### src/rtl/dmem_access_unit_pkg.sv
// Shared types for the memory-stage load/store engine: FSM states, funct3 encodings,
// the pipeline control struct and the Memory->Writeback payload.
package dmem_access_unit_pkg;

    typedef struct packed {
        logic stall;
        logic flush;
    } control_t;

    typedef enum logic [2:0] {
        S_IDLE,
        S_REQ,
        S_WAIT,
        S_DONE,
        S_DRAIN
    } mem_state_t;

    localparam logic [2:0] F3_LB  = 3'b000;
    localparam logic [2:0] F3_LH  = 3'b001;
    localparam logic [2:0] F3_LW  = 3'b010;
    localparam logic [2:0] F3_LBU = 3'b100;
    localparam logic [2:0] F3_LHU = 3'b101;
    localparam logic [2:0] F3_SB  = 3'b000;
    localparam logic [2:0] F3_SH  = 3'b001;
    localparam logic [2:0] F3_SW  = 3'b010;

    typedef struct packed {
        logic        valid;
        logic        illegal;
        logic        reg_write;
        logic [4:0]  rd;
        logic [31:0] data;
    } mw_payload_t;

    function automatic logic funct3_legal(input logic [2:0] f3, input logic is_load);
        if (is_load) return f3 inside {F3_LB, F3_LH, F3_LW, F3_LBU, F3_LHU};
        return f3 inside {F3_SB, F3_SH, F3_SW};
    endfunction

    function automatic logic access_misaligned(input logic [2:0] f3, input logic [1:0] lo);
        return (f3[1:0] == 2'b01 && lo[0]) || (f3[1:0] == 2'b10 && lo != 2'b00);
    endfunction

endpackage

### src/rtl/dmem_access_unit_load_store_align.sv
// Combinational byte-lane handling: store strobe/data replication and load extract/extend.
module load_store_align
    import dmem_access_unit_pkg::*;
#(
    parameter int unsigned XLEN = 32
) (
    input  logic [2:0]      funct3,
    input  logic [1:0]      offset,
    input  logic [XLEN-1:0] store_data,
    input  logic [XLEN-1:0] read_data,
    output logic [3:0]      wstrb,
    output logic [XLEN-1:0] wdata,
    output logic [XLEN-1:0] load_data
);
    logic [XLEN-1:0] shifted;

    always_comb begin
        shifted = read_data >> {offset, 3'b000};

        // Sub-word stores replicate across the word so the strobes alone pick the lane.
        case (funct3[1:0])
            2'b00: begin
                wstrb = 4'b0001 << offset;
                wdata = {(XLEN/8){store_data[7:0]}};
            end
            2'b01: begin
                wstrb = 4'b0011 << offset;
                wdata = {(XLEN/16){store_data[15:0]}};
            end
            default: begin
                wstrb = 4'b1111;
                wdata = store_data;
            end
        endcase

        case (funct3)
            F3_LB:   load_data = {{(XLEN-8){shifted[7]}}, shifted[7:0]};
            F3_LH:   load_data = {{(XLEN-16){shifted[15]}}, shifted[15:0]};
            F3_LBU:  load_data = {{(XLEN-8){1'b0}}, shifted[7:0]};
            F3_LHU:  load_data = {{(XLEN-16){1'b0}}, shifted[15:0]};
            default: load_data = shifted;
        endcase
    end

endmodule

### src/rtl/dmem_access_unit.sv
// Memory-stage load/store engine: DMEM request/response handshake, load formatting and the
// Memory->Writeback register. Define DMEM_TIMEOUT_EN to enable the WAIT-state watchdog.
module dmem_access_unit
    import dmem_access_unit_pkg::*;
#(
    parameter int unsigned XLEN           = 32,
    parameter int unsigned TIMEOUT_CYCLES = 256
) (
    input  logic            clock,
    input  logic            reset,
    input  logic            em_valid,
    input  logic            em_is_load,
    input  logic            em_is_store,
    input  logic [2:0]      em_funct3,
    input  logic [XLEN-1:0] em_address,
    input  logic [XLEN-1:0] em_store_data,
    input  logic [4:0]      em_rd,
    input  logic            em_reg_write,
    input  logic [XLEN-1:0] em_result,
    input  control_t        em_control,
    input  control_t        mw_control,
    output logic            stall_control,
    output logic            dmem_req_valid,
    input  logic            dmem_req_ready,
    output logic [XLEN-1:0] dmem_req_addr,
    output logic            dmem_req_we,
    output logic [3:0]      dmem_req_wstrb,
    output logic [XLEN-1:0] dmem_req_wdata,
    input  logic            dmem_rsp_valid,
    input  logic [XLEN-1:0] dmem_rsp_rdata,
    input  logic            dmem_rsp_error,
    output logic            mw_valid,
    output logic            mw_illegal,
    output logic            mw_reg_write,
    output logic [4:0]      mw_rd,
    output logic [XLEN-1:0] mw_data
);
    mem_state_t      state;
    logic            is_mem, bad_op, start;
    logic [XLEN-1:0] cap_addr, cap_store_data, rsp_data;
    logic [2:0]      cap_funct3;
    logic [4:0]      cap_rd;
    logic            cap_reg_write, cap_is_load, rsp_err;
    logic [3:0]      lane_wstrb;
    logic [XLEN-1:0] lane_wdata, load_data;
    mw_payload_t     mw_q, mw_next;

    if (TIMEOUT_CYCLES < 2) begin : g_bad_timeout
        $error("TIMEOUT_CYCLES must be at least 2");
    end

`ifdef DMEM_TIMEOUT_EN
    localparam int unsigned CNT_W = ($clog2(TIMEOUT_CYCLES + 1) > 9) ? $clog2(TIMEOUT_CYCLES + 1) : 9;
    logic [CNT_W-1:0] wait_cnt;
`endif

    always_comb begin
        is_mem = em_is_load | em_is_store;
        bad_op = is_mem && (!funct3_legal(em_funct3, em_is_load) ||
                            access_misaligned(em_funct3, em_address[1:0]));
        start  = (state == S_IDLE) && em_valid && is_mem && !bad_op && !em_control.flush;
    end

    assign stall_control  = reset && (start || state inside {S_REQ, S_WAIT, S_DRAIN});
    assign dmem_req_valid = (state == S_REQ) && !em_control.flush;
    assign dmem_req_addr  = {cap_addr[XLEN-1:2], 2'b00};
    assign dmem_req_we    = !cap_is_load;
    assign dmem_req_wstrb = cap_is_load ? 4'b0000 : lane_wstrb;
    assign dmem_req_wdata = lane_wdata;

    load_store_align #(.XLEN(XLEN)) u_align (
        .funct3     (cap_funct3),
        .offset     (cap_addr[1:0]),
        .store_data (cap_store_data),
        .read_data  (rsp_data),
        .wstrb      (lane_wstrb),
        .wdata      (lane_wdata),
        .load_data  (load_data)
    );

    always_comb begin
        mw_next = '0;
        case (state)
            // A stalled EM stage keeps its op, so only pass it when EM actually advances.
            S_IDLE: if (!start && !em_control.flush && !em_control.stall) begin
                mw_next.valid     = em_valid;
                mw_next.illegal   = em_valid && bad_op;
                mw_next.reg_write = em_valid && em_reg_write && !bad_op;
                mw_next.rd        = em_rd;
                mw_next.data      = bad_op ? '0 : em_result;
            end
            S_DONE: begin
                mw_next.valid     = 1'b1;
                mw_next.illegal   = rsp_err;
                mw_next.reg_write = cap_reg_write && cap_is_load && !rsp_err;
                mw_next.rd        = cap_rd;
                mw_next.data      = (cap_is_load && !rsp_err) ? load_data : '0;
            end
            default: mw_next = '0;
        endcase
    end

    always_ff @(posedge clock) begin
        if (!reset) begin
            state          <= S_IDLE;
            cap_addr       <= '0;
            cap_store_data <= '0;
            cap_funct3     <= '0;
            cap_rd         <= '0;
            cap_reg_write  <= 1'b0;
            cap_is_load    <= 1'b1;
            rsp_data       <= '0;
            rsp_err        <= 1'b0;
            mw_q           <= '0;
`ifdef DMEM_TIMEOUT_EN
            wait_cnt       <= '0;
`endif
        end else begin
            case (state)
                S_IDLE: if (start) begin
                    cap_addr       <= em_address;
                    cap_store_data <= em_store_data;
                    cap_funct3     <= em_funct3;
                    cap_rd         <= em_rd;
                    cap_reg_write  <= em_reg_write;
                    cap_is_load    <= em_is_load;
                    state          <= S_REQ;
                end
                S_REQ: begin
                    if (em_control.flush) begin
                        state <= S_IDLE;
                    end else if (dmem_req_ready) begin
                        state <= S_WAIT;
`ifdef DMEM_TIMEOUT_EN
                        wait_cnt <= '0;
`endif
                    end
                end
                S_WAIT: begin
                    if (dmem_rsp_valid) begin
                        rsp_data <= dmem_rsp_rdata;
                        rsp_err  <= dmem_rsp_error;
                        state    <= em_control.flush ? S_IDLE : S_DONE;
                    end else if (em_control.flush) begin
                        state <= S_DRAIN;
`ifdef DMEM_TIMEOUT_EN
                    end else if (wait_cnt == CNT_W'(TIMEOUT_CYCLES - 1)) begin
                        rsp_data <= '0;
                        rsp_err  <= 1'b1;
                        state    <= S_DONE;
                    end else begin
                        wait_cnt <= wait_cnt + CNT_W'(1);
`endif
                    end
                end
                S_DONE:  state <= S_IDLE;
                S_DRAIN: if (dmem_rsp_valid) state <= S_IDLE;
                default: state <= S_IDLE;
            endcase

            if (mw_control.flush) begin
                mw_q.valid <= 1'b0;
            end else if (!mw_control.stall) begin
                mw_q <= mw_next;
            end
        end
    end

    assign mw_valid     = mw_q.valid;
    assign mw_illegal   = mw_q.illegal;
    assign mw_reg_write = mw_q.reg_write;
    assign mw_rd        = mw_q.rd;
    assign mw_data      = mw_q.data;

endmodule

### config.mk
export PLATFORM = sky130hd
export DESIGN_NAME = dmem_access_unit
export DESIGN_NICKNAME = d
export VERILOG_FILES = /design/src/rtl/dmem_access_unit_pkg.sv /design/src/rtl/dmem_access_unit_load_store_align.sv /design/src/rtl/dmem_access_unit.sv
export SDC_FILE = /design/constraint.sdc
export NUM_CORES = 1
export LEC_CHECK = 0
export BUFFER_PORTS_ARGS = -buffer_cell sky130_fd_sc_hd__buf_2
export CAP_MARGIN = 40
export CELL_PAD_IN_SITES_DETAIL_PLACEMENT = 1
export CELL_PAD_IN_SITES_GLOBAL_PLACEMENT = 1
export CORE_ASPECT_RATIO = 1.2
export CORE_MARGIN = 4
export CORE_UTILIZATION = 39
export DETAILED_ROUTE_END_ITERATION = 8
export GPL_TIMING_DRIVEN = 0
export MAX_ROUTING_LAYER = met4
export PLACE_DENSITY_LB_ADDON = 0.08
export SLEW_MARGIN = 20
export SYNTH_ARGS = -nofsm -noshare
export SYNTH_HDL_FRONTEND = slang
export SYNTH_SLANG_ARGS = --single-unit
### constraint.sdc
create_clock -name clock -period 4.4 [get_ports clock]
set_clock_uncertainty 0.1 [all_clocks]
set_input_delay 0.22 -clock clock [delete_from_list [all_inputs] [get_ports clock]]
set_output_delay 0.22 -clock clock [all_outputs]
set_load 0.02 [all_outputs]
==> metrics.cfg, run 1 <==
[global_route]
grt-ovfl-total=0
grt_antenna_before_repair=2
grt_pass1_wl_um=47800
grt_use_total_pct=28.7
grt_pass1_vias=8839
grt_max_degree=17

[synthesis]
syn_area_um2=7600
synth-async-reset-ratio_pct=0
seq_area_frac_synth_pct=39.5
synthCells=901
synth_edf_count=0
yosysUniqueCellTypes=50
syn_avg_cell_area_um2=8.44
synth_warnings=0
yosys_register_bits=150
ys.flop_type=dfxtp_1

[final_layout]
utilization_pct=58.4
area_delta_synth_final_pct=45.9
n_fill_cell=2320
layout_commonest_cell=buf_2
final_cell_mix=buf_2, nand2_1, dfxtp_1
nets=1450
drive_above_1_share_pct=29.0

[die]
dieArea_um2=21800
start_util_pct=40.0
core_um2=19000
io-pin-count=260
row_count=55
die_w_um=135
die_h_um=161

[clock_network]
htree_levels=4
cts_tree=done
clock_latency_ns=0.43
cts_buffers=17
cts_resized=0
cts_root_buffer=clkbuf_16
clk_pin_slew_worst_paths_ns=0.07
cts_num_sinks=150
postCtsHoldBufs=124
clockBufferDepth=2
cts_setup_buffers=0

[sta]
final_hold_viol_count=0
slew_headroom_pct=50.6
hold_ws_ns=0.0204
fin_crit_sh_pct=75.3
tightest_slew_ns=0.741
finalSetupTns_ns=0
clock.fmax_mhz=302
fin_crit_ns=3.32
rsz0062_at_grt=no
finalMaxSlewViolations=0
setup_violations=0

[power_and_ir_drop]
leakagePower_nw=4.69
p_per_area_nw_per_um2=323
irDropWorstVdd_mv=0.259

[detailed_routing]
drt_first_pass_iters=5
routed_wl_um=31200
wire_per_inst_um=19.9
drtIter0Drc=369
via_per_inst=5.22
vias=8209
drc_errors=0
ant_nets=0

[setup_path]
cp.arrival_ns=3.00
cp-start-kind=register
critPathKind=reg2out
required_ns=4.08
crit_path_end_kind=output port
crit_fanout=10

[hold_path]
hold_path.class=in2reg

[run]
drv_cap=0

[placement]
io_buffers=256
globalplace.congestion=0.947
hpwl_um=21200

[run_status]
status=completed

## cell type report
cell class	count	area (um2)	share of cell area, %
flip-flops and latches	150	3000	27.1
diodes	2	5.00	0.0451
repair buffers	380	2520	22.7
multi-input cells	625	3930	35.5
clock inverters	11	171	1.55
inverters	6	22.5	0.203
clock buffers	21	460	4.15
well taps	256	320	2.89
plain buffers	121	653	5.89
## sequential cells by signal (all words and copies together), names as in the netlist
signal          count
cap_rd              5
rsp_data           32
cap_reg_write       1
cap_is_load         1
mw_valid            1
mw_reg_write        1
mw_data            32
rsp_err             1
mw_rd               5
cap_funct3          3
state               3
cap_store_data     32
cap_addr           32
mw_illegal          1
## cell usage after synthesis (2+ instances only)
cell	instances	share of area [%]
nand2_1	245	12
dfxtp_1	150	40
mux2i_1	101	13
clkbuf_1	60	3.0
o21ai_0	51	3.4
buf_4	41	4.0
a21boi_0	33	3.3
mux2_2	22	3.3
a21oi_1	17	1.1
o22ai_1	17	1.4
a41oi_1	16	1.8
buf_2	12	0.79
o211ai_1	12	1.2
nand4_1	10	0.82
nor2_1	10	0.49
a211o_1	8	0.92
a221o_1	8	1.1
a31oi_1	8	0.66
or3b_2	8	0.92
a221oi_1	7	0.81
nor3_1	7	0.46
inv_1	6	0.30
buf_1	4	0.20
buf_6	4	0.59
nand3_1	4	0.26
nor2b_1	4	0.33
and2_1	3	0.25
and3_1	3	0.25
or2_2	3	0.25
a211oi_1	2	0.20
a2bb2oi_1	2	0.23
and4b_1	2	0.26
nand2b_1	2	0.16
nor4b_1	2	0.23
o311a_1	2	0.26
## cells by family (layout without fill, tap and decap cells)
logic type             after synthesis  in the layout  synth area share (%)
AND/OR/NAND/NOR                    309            309                  17.5
other                                1              4                0.0493
flip-flops                         150            150                  39.5
XOR/XNOR                             1              1                 0.115
buffers and inverters              127            539                  8.89
AO/OA/AOI/OAI                      190            190                  17.3
multiplexers                       123            123                  16.6
## critical path, stage by stage, from the launching register on
cell,delay (ns)
dfxtp_1,0.31
clkbuf_1,0.36
clkbuf_1,0.45
buf_1,0.62
clkbuf_1,0.40
nor2_1,0.09
nor2_1,0.12
buf_2,0.20
## stage by stage
stage	cells	worst slack, ns	power (mW)	area, um2
6_report	1572	1.08	3.58	11100
5_1_grt	1572	0.907	3.70	11100
4_1_cts	1570	1.07	3.59	11100
3_5_place_dp	1414	1.54	1.92	9210
3_3_place_gp	1414	1.53	1.91	9210
2_1_floorplan	902	2.22	1.72	7600
## per-layer routing
layer | vias up | track usage, % | wire (um) | part of all wire, %
met2 | 278 | 49.3 | 15800 | 50
met5 | - | - | 0 | 0
li1 | 3911 | - | - | -
met4 | 0 | 11.6 | 948 | 3.0
met3 | 62 | 4.14 | 1410 | 4.5
met1 | 3958 | 33.6 | 13100 | 42
## final timing paths
check	cells after the start	slack [ns]	to	start
max	7	1.08	dmem_req_wstrb[0]	cap_funct3[1]
min	3	0.02	mw_valid	mw_control[1]
max reg2reg	7	1.82	cap_addr[15]	state[2]
min reg2reg	2	0.36	cap_addr[26]	cap_addr[26]
## where the power goes
| group | switching [mW] | leakage (nW) | internal [mW] |
|---|---|---|---|
| logic | 0.304 | 3.17 | 0.254 |
| clock network | 0.612 | 0.304 | 0.983 |
| registers | 0.0295 | 1.22 | 1.40 |
No activity file was read; power rests on OpenSTA's default activity.
==> run 2: changes to the inputs <==
--- a/config.mk
+++ b/config.mk
@@ -5,13 +5,14 @@
 export SDC_FILE = /design/constraint.sdc
 export NUM_CORES = 1
 export LEC_CHECK = 0
+export ABC_AREA = 1
 export BUFFER_PORTS_ARGS = -buffer_cell sky130_fd_sc_hd__buf_2
 export CAP_MARGIN = 40
 export CELL_PAD_IN_SITES_DETAIL_PLACEMENT = 1
 export CELL_PAD_IN_SITES_GLOBAL_PLACEMENT = 1
 export CORE_ASPECT_RATIO = 1.2
 export CORE_MARGIN = 4
-export CORE_UTILIZATION = 39
+export CORE_UTILIZATION = 32
 export DETAILED_ROUTE_END_ITERATION = 8
 export GPL_TIMING_DRIVEN = 0
 export MAX_ROUTING_LAYER = met4
==> constraint.sdc (replaced) <==
create_clock -name clock -period 2.9 [get_ports clock]
set_clock_uncertainty 0.1 [all_clocks]
set_input_delay 0.145 -clock clock [delete_from_list [all_inputs] [get_ports clock]]
set_output_delay 0.145 -clock clock [all_outputs]
set_load 0.02 [all_outputs]
==> metrics.cfg, run 2 <==
[synthesis]
yosysTopAreaCellShare_pct=38.5
synthTopCellsByArea=dfxtp_1, nand2_1, a21oi_1
synth_top_area_cell=dfxtp_1
syn_avg_cell_area_um2=6.74
synth_most_common_cell=nand2_1
synth-async-reset-ratio_pct=0
syn_area_um2=7790
synth_edf_count=0
synthCells=1157
yosysUniqueCellTypes=30
synth.top_cells.by_count=nand2_1, dfxtp_1, inv_1
yosys_register_bits=150
ys.flop_type=dfxtp_1
seq_area_frac_synth_pct=38.5
synth_warnings=0

[setup_path]
crit_path_end_kind=output port
critPathTopFamily=buffers and inverters
timing.rr.end=mw_valid
slowest_delay_ns=0.51
crit_fanout=10
path_cells=buf_6, inv_4, clkbuf_1, clkbuf_1, o221ai_1, buf_2
crit_buf_inv=5
critPathKind=reg2out
reg2reg_from=state[0]
worst-r2r-setup-slack_ns=0.90
cp-start-kind=register
cp.arrival_ns=2.33
worst-path-stages=6
required_ns=2.65
cpMostUsedCell=clkbuf_1
worst_path_max_delay_cell=clkbuf_1
r2r_cells=7

[sta]
final_hold_viol_count=0
finalSetupTns_ns=0
fin_ws_ns=0.327
hold_ws_ns=0.00287
fin_crit_sh_pct=88.7
setup_violations=0
tightest_slew_ns=0.598
rsz0062_at_grt=no
fin_crit_ns=2.57
clock.fmax_mhz=389
slew_headroom_pct=60.1
finalMaxSlewViolations=0

[placement]
io_buffers=257
place_inst=1735
hpwl_um=24200
globalplace.congestion=0.860
dp_slack_ns=0.774

[clock_network]
cts_tree=done
cts_buffers=17
clockBufferDepth=2
cts_setup_buffers=0
htree_levels=4
clock_latency_ns=0.43
clk_pin_slew_worst_paths_ns=0.07
postCtsHoldBufs=115
cts_root_buffer=clkbuf_16
cts_resized=0
cts_num_sinks=150

[final_layout]
nets=1698
layout_commonest_cell=buf_2
final_cell_mix=buf_2, nand2_1, dfxtp_1
area_delta_synth_final_pct=44.3
fin_cells=1885
drive_above_1_share_pct=25.2
n_fill_cell=3195

[detailed_routing]
drc_errors=0
via_per_inst=4.79
ant_nets=0
wire_per_inst_um=17.3
vias=9029
drt_first_pass_iters=4
drtIter0Drc=341
routed_wl_um=32600

[power_and_ir_drop]
irDropWorstVdd_mv=0.373
leakagePower_nw=5.37
p_per_area_nw_per_um2=613

[die]
start_util_pct=32.5
dieArea_um2=26900
die_h_um=179
core_um2=24000
row_count=62
die_w_um=150
io-pin-count=260

[global_route]
grt_use_total_pct=24.8
grt-ovfl-total=0
grt_antenna_before_repair=2
grt_pass1_vias=9409
grt_max_degree=18
grt_pass1_wl_um=50200

[hold_path]
holdPathEnd=mw_illegal
min_from=em_control[1]
hold_depth=6
hold_path.class=in2reg

[run]
drv_cap=0

[run_status]
status=completed

[run 2: cell count changes after synthesis, moves of 25 or more]
cell,change
inv_1,+133
nor2_1,+121
a21oi_1,+99
nand4_1,+32
o21ai_1,+25
a21boi_0,-33
mux2i_1,-101
nand3_1,+49
o21ai_0,+61
nand2_1,-30
[run 2: cell type report]
type                            instances  area, um2  area share (%)
Timing Repair Buffer                  372       2440            21.7
Antenna cell                            3       7.51          0.0667
Inverter                              145        547            4.86
Clock buffer                           17        425            3.78
Clock inverter                         15        180            1.60
Buffer                                121        751            6.67
Multi-Input combinational cell        742       3500            31.1
Sequential cell                       150       3000            26.7
Tap cell                              320        400            3.56
[run 2: routing by layer]
metal  wire length, um  global-route usage (%)  vias to the layer above
met2             17300                    45.3                      214
met5                 0                       -                        -
met1             13200                    28.1                     4292
li1                  -                       -                     4490
met3              1470                    3.84                       33
met4               556                    6.41                        0
[run 2: how the worst max path moves through the flow]
stage,start,end,slack [ns]
2_1_floorplan,cap_funct3[1],dmem_req_wdata[10],1.23
3_3_place_gp,cap_funct3[1],dmem_req_wdata[30],0.78
3_5_place_dp,cap_funct3[1],dmem_req_wdata[30],0.77
4_1_cts,cap_funct3[1],dmem_req_wdata[30],0.31
5_1_grt,cap_funct3[1],dmem_req_wdata[30],0.20
6_report,cap_funct3[1],dmem_req_wdata[30],0.33
[run 2: power breakdown]
group | internal (mW) | switching (mW) | total [mW]
logic | 0.759 | 1.41 | 2.17
clock network | 1.24 | 1.09 | 2.33
registers | 2.26 | 0.136 | 2.40
[run 2: cell families (layout without fill, tap and decap cells)]
group	count (synthesis)	after routing	synth area share (%)
compound gates	275	275	18.5
buf+inv	266	670	16.6
flops	150	150	38.5
other cells	1	5	0.0481
simple gates	465	465	26.2
[run 2: metrics by stage]
step                total power [mW]  utilization (%)  cell area (um2)
CTS                             6.94             46.9            11200
finish                          6.89             46.9            11200
global route                    7.27             46.9            11200
floorplan                       3.77                -             7800
global placement                4.46             39.6             9490
detailed placement              4.49             39.6             9490
[run 2: tightest hold or removal path: cells and delay by family]
family / cells / cell delay [ns]
and+or+nand+nor: 3 / 0.18
buffers and inverters: 2 / 0.12
AOI/OAI and AO/OA: 1 / 0.05
==> run 3: changes to the inputs <==
--- a/config.mk
+++ b/config.mk
@@ -16,7 +16,7 @@
 export DETAILED_ROUTE_END_ITERATION = 8
 export GPL_TIMING_DRIVEN = 0
 export MAX_ROUTING_LAYER = met4
-export PLACE_DENSITY_LB_ADDON = 0.08
+export PLACE_DENSITY_LB_ADDON = 0.1
 export SLEW_MARGIN = 20
 export SYNTH_ARGS = -nofsm -noshare
 export SYNTH_HDL_FRONTEND = slang
==> constraint.sdc (replaced) <==
create_clock -name clock -period 2.9 [get_ports clock]
set_clock_uncertainty 0.1 [all_clocks]
set_input_delay 0.145 -clock clock [delete_from_list [all_inputs] [get_ports clock]]
set_output_delay 0.145 -clock clock [all_outputs]
set_load 0.1 [all_outputs]
==> metrics.cfg, run 3 (synthesis results as in run 2) <==
[final_layout]
layout_commonest_cell=buf_2
final_cell_mix=buf_2, nand2_1, dfxtp_1
utilization_pct=47.0
final_area_um2=11300
n_fill_cell=3171
area_delta_synth_final_pct=44.5
drive_above_1_share_pct=25.2
nets=1700

[detailed_routing]
via_per_inst=4.85
drtIter0Drc=377
wire_per_inst_um=17.5
routed_wl_um=33000
drc_errors=0
vias=9134
ant_nets=0
drt_first_pass_iters=5

[setup_path]
critPathKind=reg2out
cp-start-kind=register
slowest_delay_ns=0.47
worst_path_max_delay_cell=buf_2
crit_path_end_kind=output port
crit_fanout=10
critPathTopFamily=buffers and inverters
required_ns=2.65
cp.arrival_ns=2.48
crit_buf_inv=5
path_cells=buf_6, inv_4, nand2_2, inv_1, clkbuf_1, nand2_1, o221ai_1, buf_2

[power_and_ir_drop]
p_int_mw=4.26
irDropWorstVdd_mv=0.420
pwr-share-comb_pct=37.8
seqPwrFrac_pct=31.6
p_total_mw=7.58
leakagePower_nw=5.39
p_sw_mw=3.32
power.clock.fraction_pct=30.6
switching_share_pct=43.8
p_per_area_nw_per_um2=673

[die]
dieArea_um2=26900
core_um2=24000
io-pin-count=260
die_h_um=179
die_w_um=150
start_util_pct=32.5
row_count=62

[clock_network]
cts_root_buffer=clkbuf_16
cts_num_sinks=150
clock_latency_ns=0.44
clk_pin_slew_worst_paths_ns=0.07
clockBufferDepth=2
htree_levels=4
cts_tree=done
cts_buffers=17

[placement]
hpwl_um=24500
globalplace.congestion=0.865
placed_area_um2=9490
dp_slack_ns=0.609
io_buffers=257

[sta]
fin_crit_sh_pct=94.1
fin_crit_ns=2.73
setup_violations=0
finalMaxSlewViolations=0
rsz0062_at_grt=no
slew_headroom_pct=60.6
fin_ws_ns=0.172
final_hold_viol_count=0
tightest_slew_ns=0.591
clock.fmax_mhz=367
hold_ws_ns=0.0103

[global_route]
grt-ovfl-total=0
grt_use_total_pct=25.1
grt_pass1_wl_um=50900
grt_antenna_before_repair=2
grt_max_degree=18
grt_pass1_vias=9466

[run_status]
status=completed

[run]
drv_cap=0

[hold_path]
hold_path.class=in2reg

[run 3: cell count changes in the layout (fill, tap and decap cells not counted), moves of 2 or more]
cell | before | now
o21ai_0 | 112 | 104
o21ai_1 | 25 | 33
clkinv_4 | 1 | 3
clkinvlp_4 | 2 | 0
diode_2 | 3 | 1
dlygate4sd3_1 | 115 | 117
[run 3: final cells by class]
class	count	area (um2)	share of cell area, %
antenna	1	2.50	0.0222
buffer	121	751	6.66
clock buffer	17	425	3.78
clock inverter	15	180	1.60
inverter	145	547	4.85
multi-input combinational	742	3500	31.0
sequential	150	3000	26.7
tap	320	400	3.55
timing repair buffer	374	2460	21.8
[run 3: per-layer routing]
metal,part of all wire (%),up-vias,global-route usage [%]
met5,0,-,-
met4,2.4,0,7.40
met3,4.3,43,3.77
met2,53,251,45.6
met1,41,4340,28.3
li1,-,4500,-
[run 3: worst paths after layout]
| kind | from | end | slack, ns | depth (start not counted) |
|---|---|---|---|---|
| min | dmem_rsp_rdata[25] | rsp_data[25] | 0.01 | 3 |
| max | cap_funct3[1] | dmem_req_wdata[29] | 0.17 | 8 |
| min reg2reg | cap_rd[1] | cap_rd[1] | 0.36 | 2 |
| max reg2reg | state[0] | mw_valid | 0.91 | 7 |
[run 3: per-stage QoR]
stage,setup TNS (ns),cells
floorplan,-3.21,1158
global placement,0,1735
detailed placement,0,1735
CTS,0,1884
global route,0,1885
finish,0,1885
[run 3: power groups by stage]
| stage | Combinational, mW | Sequential (mW) | Clock, mW |
|---|---|---|---|
| 2_1_floorplan | 1.81 | 2.64 | 0 |
| 3_3_place_gp | 2.69 | 2.44 | 0 |
| 3_5_place_dp | 2.73 | 2.44 | 0 |
| 4_1_cts | 2.86 | 2.40 | 2.38 |
| 5_1_grt | 3.10 | 2.42 | 2.45 |
| 6_report | 2.86 | 2.40 | 2.32 |
[run 3: worst reg2reg max path: cells and delay by family (launching register included)]
kind	cells	cell delay (ns)
and+or+nand+nor	5	0.75
buffers and inverters	1	0.56
DFF	1	0.39
AOI/OAI and AO/OA	1	0.08
[run 3: timing repair]
item	4_1_cts	5_1_grt
hold buffers	117	0
hold endpoints to repair	121	0
endpoints found under the setup margin	0	1
setup buffers	0	0
resized for setup	0	1
